### src/rtl/smooth_ctrl.sv
// Raster-scan sequencer for the 5x5 smoothing datapath: tracks (x, y), tags full-window outputs, drains at frame end.
// Optional SMOOTH_BORDER_EN: also tag partial (border) windows and flag them on o_border.
module smooth_ctrl #(
    parameter int WIDTH    = 640,
    parameter int HEIGHT   = 480,
    parameter int CW       = 12,
    parameter int PIPE_LAT = 2
) (
    input  logic          i_clk,
    input  logic          i_rst,
    input  logic          i_start,
    input  logic          i_valid,
    output logic          o_ready,
    output logic          o_busy,
    output logic          o_out_valid,
    output logic [CW-1:0] o_out_x,
    output logic [CW-1:0] o_out_y,
    output logic          o_border,
    output logic          o_frame_done
);

    localparam int DCW = (PIPE_LAT > 1) ? $clog2(PIPE_LAT) : 1;

    typedef enum logic [1:0] {
        IDLE  = 2'd0,
        RUN   = 2'd1,
        DRAIN = 2'd2,
        DONE  = 2'd3
    } state_t;

    state_t         state;
    logic [CW-1:0]  x;
    logic [CW-1:0]  y;
    logic [2:0]     run_len;
    logic [DCW-1:0] drain_cnt;

    logic accept;
    logic last_col;
    logic last_row;
    logic win_std;
    logic tag_valid;

    // Handshake: a column transfers on a cycle where i_valid and o_ready are both high;
    // i_valid while o_ready is low is dropped and never counted.
    assign accept   = (state == RUN) && i_valid;
    assign last_col = (x == CW'(WIDTH - 1));
    assign last_row = (y == CW'(HEIGHT - 1));
    assign win_std  = accept && (run_len == 3'd4) && (x >= CW'(4)) && (y >= CW'(4));

`ifdef SMOOTH_BORDER_EN
    logic tag_border;
    assign tag_valid  = accept && (run_len >= 3'd2) && (x >= CW'(2)) && (y >= CW'(2));
    assign tag_border = !win_std;
`else
    assign tag_valid  = win_std;
`endif

    always_ff @(posedge i_clk) begin
        if (i_rst) begin
            state        <= IDLE;
            x            <= '0;
            y            <= '0;
            run_len      <= '0;
            drain_cnt    <= '0;
            o_ready      <= 1'b0;
            o_busy       <= 1'b0;
            o_frame_done <= 1'b0;
        end else begin
            case (state)
                IDLE: begin
                    if (i_start) begin
                        state   <= RUN;
                        x       <= '0;
                        y       <= '0;
                        run_len <= '0;
                        o_ready <= 1'b1;
                        o_busy  <= 1'b1;
                    end
                end
                RUN: begin
                    if (i_valid) begin
                        if (x == '0) begin
                            run_len <= 3'd1;
                        end else if (run_len != 3'd4) begin
                            run_len <= run_len + 3'd1;
                        end
                        if (last_col) begin
                            x <= '0;
                            if (last_row) begin
                                y         <= '0;
                                state     <= DRAIN;
                                drain_cnt <= DCW'(PIPE_LAT - 1);
                                o_ready   <= 1'b0;
                            end else begin
                                y <= y + CW'(1);
                            end
                        end else begin
                            x <= x + CW'(1);
                        end
                    end else begin
                        // The datapath shifted a stale column in; the window must refill.
                        run_len <= '0;
                    end
                end
                DRAIN: begin
                    if (drain_cnt == '0) begin
                        state        <= DONE;
                        o_busy       <= 1'b0;
                        o_frame_done <= 1'b1;
                    end else begin
                        drain_cnt <= drain_cnt - DCW'(1);
                    end
                end
                DONE: begin
                    o_frame_done <= 1'b0;
                    state        <= IDLE;
                end
                default: state <= IDLE;
            endcase
        end
    end

    logic [PIPE_LAT-1:0] pipe_valid;
    logic [CW-1:0]       pipe_x [PIPE_LAT];
    logic [CW-1:0]       pipe_y [PIPE_LAT];
`ifdef SMOOTH_BORDER_EN
    logic [PIPE_LAT-1:0] pipe_border;
`endif

    // Tags ride alongside the datapath, one stage per clock regardless of state.
    always_ff @(posedge i_clk) begin
        if (i_rst) begin
            pipe_valid <= '0;
            for (int i = 0; i < PIPE_LAT; i++) begin
                pipe_x[i] <= '0;
                pipe_y[i] <= '0;
            end
`ifdef SMOOTH_BORDER_EN
            pipe_border <= '0;
`endif
        end else begin
            pipe_valid[0] <= tag_valid;
            pipe_x[0]     <= x - CW'(2);
            pipe_y[0]     <= y - CW'(2);
`ifdef SMOOTH_BORDER_EN
            pipe_border[0] <= tag_valid && tag_border;
`endif
            for (int i = 1; i < PIPE_LAT; i++) begin
                pipe_valid[i] <= pipe_valid[i-1];
                pipe_x[i]     <= pipe_x[i-1];
                pipe_y[i]     <= pipe_y[i-1];
`ifdef SMOOTH_BORDER_EN
                pipe_border[i] <= pipe_border[i-1];
`endif
            end
        end
    end

    assign o_out_valid = pipe_valid[PIPE_LAT-1];
    assign o_out_x     = pipe_x[PIPE_LAT-1];
    assign o_out_y     = pipe_y[PIPE_LAT-1];
`ifdef SMOOTH_BORDER_EN
    assign o_border    = pipe_border[PIPE_LAT-1];
`else
    assign o_border    = 1'b0;
`endif

endmodule

### config.mk
export PLATFORM = sky130hd
export DESIGN_NAME = smooth_ctrl
export DESIGN_NICKNAME = d
export VERILOG_FILES = /design/src/rtl/smooth_ctrl.sv
export SDC_FILE = /design/constraint.sdc
export NUM_CORES = 1
export LEC_CHECK = 0
export CAP_MARGIN = 20
export CORE_AREA = 4 4 79 117
export DETAILED_ROUTE_END_ITERATION = 7
export DIE_AREA = 0 0 83 121
export GPL_TIMING_DRIVEN = 0
export PLACE_DENSITY = 0.72
export RECOVER_POWER = 25
export SLEW_MARGIN = 5
export SYNTH_ARGS = -nofsm -noshare
export SYNTH_HDL_FRONTEND = slang
export SYNTH_SLANG_ARGS = --single-unit
export TNS_END_PERCENT = 50
### constraint.sdc
create_clock -name i_clk -period 3.2 [get_ports i_clk]
set_input_delay 0.48 -clock i_clk [delete_from_list [all_inputs] [get_ports i_clk]]
set_output_delay 0.48 -clock i_clk [all_outputs]
set_load 0.01 [all_outputs]
; After elaboration in Yosys (flattened, before gate mapping)
; Memory sizes are Yosys's and may differ from the RTL's.
; Index checks and enable logic that the tools add are counted.
; W data, S select, Z words.
[word_totals]
mem_bits_rw = 48
output_inout_bits = 29
ff_bits = 35
n_memories = 2
inputBits = 4
[op_classes]
n_eq_ne = 13
muxes = 40
reduce_logical = 18
n_addsub = 6
n_bitwise = 4
n_lt_le_gt_ge = 2
[mem_list]
columns = name, depth, word_bits, rd, rd_ports_with_merged_regs, wr, line
row1 = pipe_x, 2, 12, 2, 0, 2, 124  ; logic [CW-1:0] pipe_x [PIPE_LAT];
row2 = pipe_y, 2, 12, 2, 0, 2, 125  ; logic [CW-1:0] pipe_y [PIPE_LAT];
[ops]
columns = operator, count
row1 = $mux W12, 10
row2 = $pmux W12 S2, 2
row3 = $add A12 B1 Y12 const B, 2
row4 = $ge A12 B3 Y1 const B, 2
row5 = $sub A12 B2 Y12 const B, 2
row6 = $mux W1, 13
row7 = $eq A12 B10 Y1 const B, 1
row8 = $eq A12 B9 Y1 const B, 1
row9 = $logic_not A12 Y1, 1
row10 = $mux W3, 4
row11 = $mux W2, 5
row12 = $ne A2 B2 Y1 const B, 5
row13 = $reduce_and A5 Y1, 2
row14 = $reduce_and A3 Y1, 3
row15 = $pmux W1 S2, 4
row16 = $pmux W2 S4, 1
row17 = $reduce_and A4 Y1, 2
row18 = $reduce_bool A2 Y1, 4
row19 = $pmux W3 S2, 1
row20 = $eq A2 B2 Y1 const B, 2
row21 = $logic_and A1 B1 Y1, 4
row22 = $ne A4 B2 Y1 const B, 1
row23 = $or A1 B1 Y1, 4
row24 = $add A3 B1 Y3 const B, 1
row25 = 6 further kinds, 6

; Logic depth before layout (Yosys ltp)
[logic_depth]
ltp_word = 5
mapped_depth = 8
depth_no_buf = 7

; Worst setup path before layout
; No wires, ideal clock.
[synth_path]
kind = reg-to-reg
start = reg x[8]
end = reg drain_cnt
path_stages_with_launch = 7
path_slack_ns = 1.090
synth_period_minus_slack_ns = 2.110
setup_ns = 0.086
path_buffers = 1
arrival_ns = 2.023
path_cell_list = dfxtp_1 -> buf_6 -> or4_4 -> or2_1 -> or3_1 -> or3_1 -> a221oi_2
[synth_via]
elab_chain_len = 3
[synth_rtl]
columns = item, line
row1 = "start, declared", 32  ; logic [CW-1:0] x;
row2 = "start signal, assigned", 98  ; x <= x + CW'(1);
row3 = $eq A12 B10 Y1, 46  ; assign last_col = (x == CW'(WIDTH - 1));
row4 = $ne A2 B2 Y1 (no line), --
row5 = $reduce_and A4 Y1 (no line), --
row6 = "end signal, assigned", 92  ; drain_cnt <= DCW'(PIPE_LAT - 1);
row7 = "end signal, assigned", 111  ; drain_cnt <= drain_cnt - DCW'(1);
row8 = "end, declared", 35  ; logic [DCW-1:0] drain_cnt;
; No other way between the ends.
; A chain may end at the register's enable or synchronous reset.

; Worst setup path in the final report
[layout_path]
start = reg x[4]
end = reg x[6]
[layout_via]
elab_chain_len = 4
elab_cells_between_ends = 5
classes_between = add/sub: 1 / eq/ne: 1 / mux: 3
[layout_rtl]
columns = item, line
row1 = $add A12 B1 Y12 / $eq A12 B10 Y1 (equally long branches), "98, 46"
row2 = $mux W12 *, 87  ; if (last_col) begin
row3 = $mux W12 *, 81  ; if (i_valid) begin
row4 = $pmux W12 S2 *, 69  ; case (state)
; Mark *: on every way between the ends. The rest lies on a longest branch, timed or not. The select of a mux whose other input is x is not followed.

==> impl_metrics.yaml <==
flow_run:
  cap_violations: 0
grt:
  antenna_found_initial: 0
  grt_max_degree: 15
  met2_usage_pct: 25.7
  grt_pass1_wl_um: 11700
  top_usage_layer: "met2"
  gr-usage-met1_pct: 15.7
  grt_usage_pct: 14.5
  grt_use_met3_pct: 3.06
  grt_pass1_vias: 2609
  grt_overflow_total: 0
detailed_routing:
  firstDrtPassIters: 4
  dr_total_vias: 2719
  first_iter_violations: 89
  ant_nets: 0
  routed_via_density: 4.85
  post_drt_wl_per_cell_um: 12.3
  wl_um: 6920
  route.detailed.drc: 0
critical_path:
  reg2reg_depth: 6
  required_ns: 3.41
  critPathCaptureType: "flip-flop"
  critPathLaunchType: "flip-flop"
  critPathMaxStageDelay_ns: 0.70
  r2r_start: "x[4]"
  crit_slowest_cell: "o31ai_1"
  critPathMaxFanout: 9
  crit_chain: "clkbuf_1 > nand4_1 > o31ai_1 > nand2_1 > nand2_1 > nor2_1"
  r2r_slack_ns: 0.73
  path_class: "reg -> reg"
  cp.arrival_ns: 2.68
  crit_top_cell: "nand2_1"
  worst_r2r_endpoint: "x[6]"
hold_path:
  hold_class: "reg -> reg"
  min_from: "pipe_x[0][9]"
  min_path_cells: 1
  worstHoldEndpoint: "pipe_x[0][21]"
power_and_ir_drop:
  p_clk_share_pct: 33.2
  p_int_mw: 1.91
  p_switching_mw: 0.877
  seqPwrFrac_pct: 41.9
  power.leakage_nw: 1.78
  peakVddDrop_uv: 323
  power.share.combinational_pct: 24.9
  power_density_mw_per_mm2: 643
  switching_share_pct: 31.5
cts:
  clock_path_buffers: 2
  path_clk_slew_ns: 0.06
  cts-root-buf: "clkbuf_16"
  cts_tree: "done"
  numCtsBuffers: 9
  cts_sinks: 83
  htreeDepth: 3
  ctsResizeCount: 0
  clk_latency_ns: 0.33
  postCtsSetupRepairBufs: 0
  cts_hold_buf: 0
synthesis:
  async_reset_ff_share_pct: 0
  netlist.area_leader.share_pct: 46.0
  synth_edf_count: 0
  synth_warnings: 0
  synthTopCellsByArea: "dfxtp_1 (46%), xnor2_1 (6.1%), nor2_1 (5.4%)"
  synthesis.area_mm2: 0.00362
  yosysSeqAreaShare_pct: 46.0
  synth_largest_area_cell: "dfxtp_1"
  ys_types: 45
  synth_flop_cell: "dfxtp_1"
  ys_seq_elements: 83
  avgSynthCellArea_um2: 8.88
  synth_nets: 426
  synthCells: 407
place:
  post_dp_cell_area_mm2: 0.00406
  place_hpwl_um: 5110
  port-buffer-count: 31
  gp_congestion: 0.831
layout:
  finalInstanceArea_mm2: 0.00433
  syn_to_final_growth_pct: 19.8
  fillCellCount: 784
  nets: 468
  num_antenna_cells: 0
  drive_above_1_share_pct: 10.6
sta:
  fin_skew_ns: 0.00558
  worstMarginPinSlew_ns: 0.808
  max_slew_margin_pct: 46.2
  slew_viol_final: 0
  setup_viol: 0
  finalSetupTns_ns: 0
  fmax_ghz: 0.405
  post-route-period-util_pct: 77.1
  hold_viol_final: 0
  min_period_ns: 2.47
  rsz0062_at_grt: "false"
die:
  initial_utilization_pct: 43.5
  die_y_um: 121
  coreArea_mm2: 0.00831
  pin_count: 33
  die-area_mm2: 0.0100
  fp.dieW_um: 83
  rows: 41
status:
  status: "finished clean"
## cells in the final DEF (no fill, tap or decap), types with 15 or more instances in the layout
cell type	count
a21oi_1	16
inv_1	19
nand2_1	24
dfxtp_1	83
ha_1	15
xnor2_1	25
nor2_1	52
nor2b_1	26
clkbuf_1	18
clkdlybuf4s50_1	22
buf_4	25
## critical path, delay by kind of cell (launching register included)
kind	cells	cell delay [ns]
and+or+nand+nor	4	1.01
AOI/OAI and AO/OA	1	0.70
DFF	1	0.30
buffers and inverters	1	0.33
## kinds of logic (layout without fill, tap and decap cells)
logic type               Yosys count  in the layout  share of synthesized area, %
AND/OR/NAND/NOR                  166            166                          23.0
XOR/XNOR                          33             33                          7.99
other                              1              1                         0.104
adder cells (fa/ha/maj)           15             15                          5.19
flip-flops                        83             83                          46.0
buffers and inverters             66            113                          9.72
AO/OA/AOI/OAI                     42             42                          7.79
multiplexers                       1              1                         0.277
## how the worst max path moves through the flow
stage	cells after the start	from	slack, ns	end
floorplan	6	x[8]	1.09	drain_cnt
global placement	6	i_valid	0.61	x[11]
detailed placement	6	i_valid	0.57	x[4]
CTS	6	x[8]	0.74	x[5]
global route	7	state[1]	0.52	x[10]
finish	6	x[4]	0.73	x[6]
## synthesized netlist by cell type (2+ instances only)
cell type,n
buf_2,2
nor3_1,12
a21oi_1,16
o21ai_0,5
nand2b_1,4
or3_1,7
nand3_1,12
a211oi_1,2
xor2_1,8
ha_1,15
inv_1,19
a21o_1,2
clkbuf_1,16
buf_4,25
and2_1,3
nand4_1,5
dfxtp_1,83
o31ai_1,3
xnor2_1,25
and3_1,3
buf_1,3
nor4_1,12
nor2b_1,26
a31oi_1,4
nand2_1,24
nor2_1,52
## metal layers
| layer | up-vias | routed length [um] |
|---|---|---|
| met5 | - | 0 |
| met4 | 0 | 266 |
| met3 | 19 | 288 |
| met2 | 65 | 3520 |
| met1 | 1241 | 2840 |
| li1 | 1394 | - |
## cell type report
class,count,area (um2),share of cell area [%]
sequential,83,1660,38.4
tap,107,134,3.09
clock inverter,6,42.5,0.982
inverter,19,71.3,1.65
buffer,47,280,6.47
clock buffer,10,229,5.29
multi-input combinational,258,1600,37.0
timing repair buffer,31,310,7.16
## registers in the layout, indices dropped and copies added (netlist names)
register	flops
o_frame_done	1
o_ready	1
pipe_x	24
run_len	3
pipe_y	24
state	2
x	12
y	12
o_busy	1
pipe_valid	2
drain_cnt	1
## power by group through the flow
stage	sequential, mW	clock (mW)	combinational [mW]
detailed placement	1.19	0	0.690
CTS	1.17	0.939	0.697
global placement	1.18	0	0.672
finish	1.17	0.926	0.694
global route	1.18	0.982	0.764
floorplan	1.18	0	0.468
## stage by stage
step / worst slack, ns / cells / hold slack (ns) / power [mW] / util (%)
after global routing: 0.521 / 561 / 0.446 / 2.92 / 52.1
after detailed placement: 0.574 / 545 / 0.420 / 1.88 / 48.9
after floorplan: 1.09 / 407 / 0.414 / 1.65 / -
after global placement: 0.605 / 545 / 0.415 / 1.86 / 48.9
final: 0.731 / 561 / 0.433 / 2.79 / 52.1
after CTS: 0.737 / 561 / 0.434 / 2.80 / 52.1
Power figures use the tool's default switching activity.
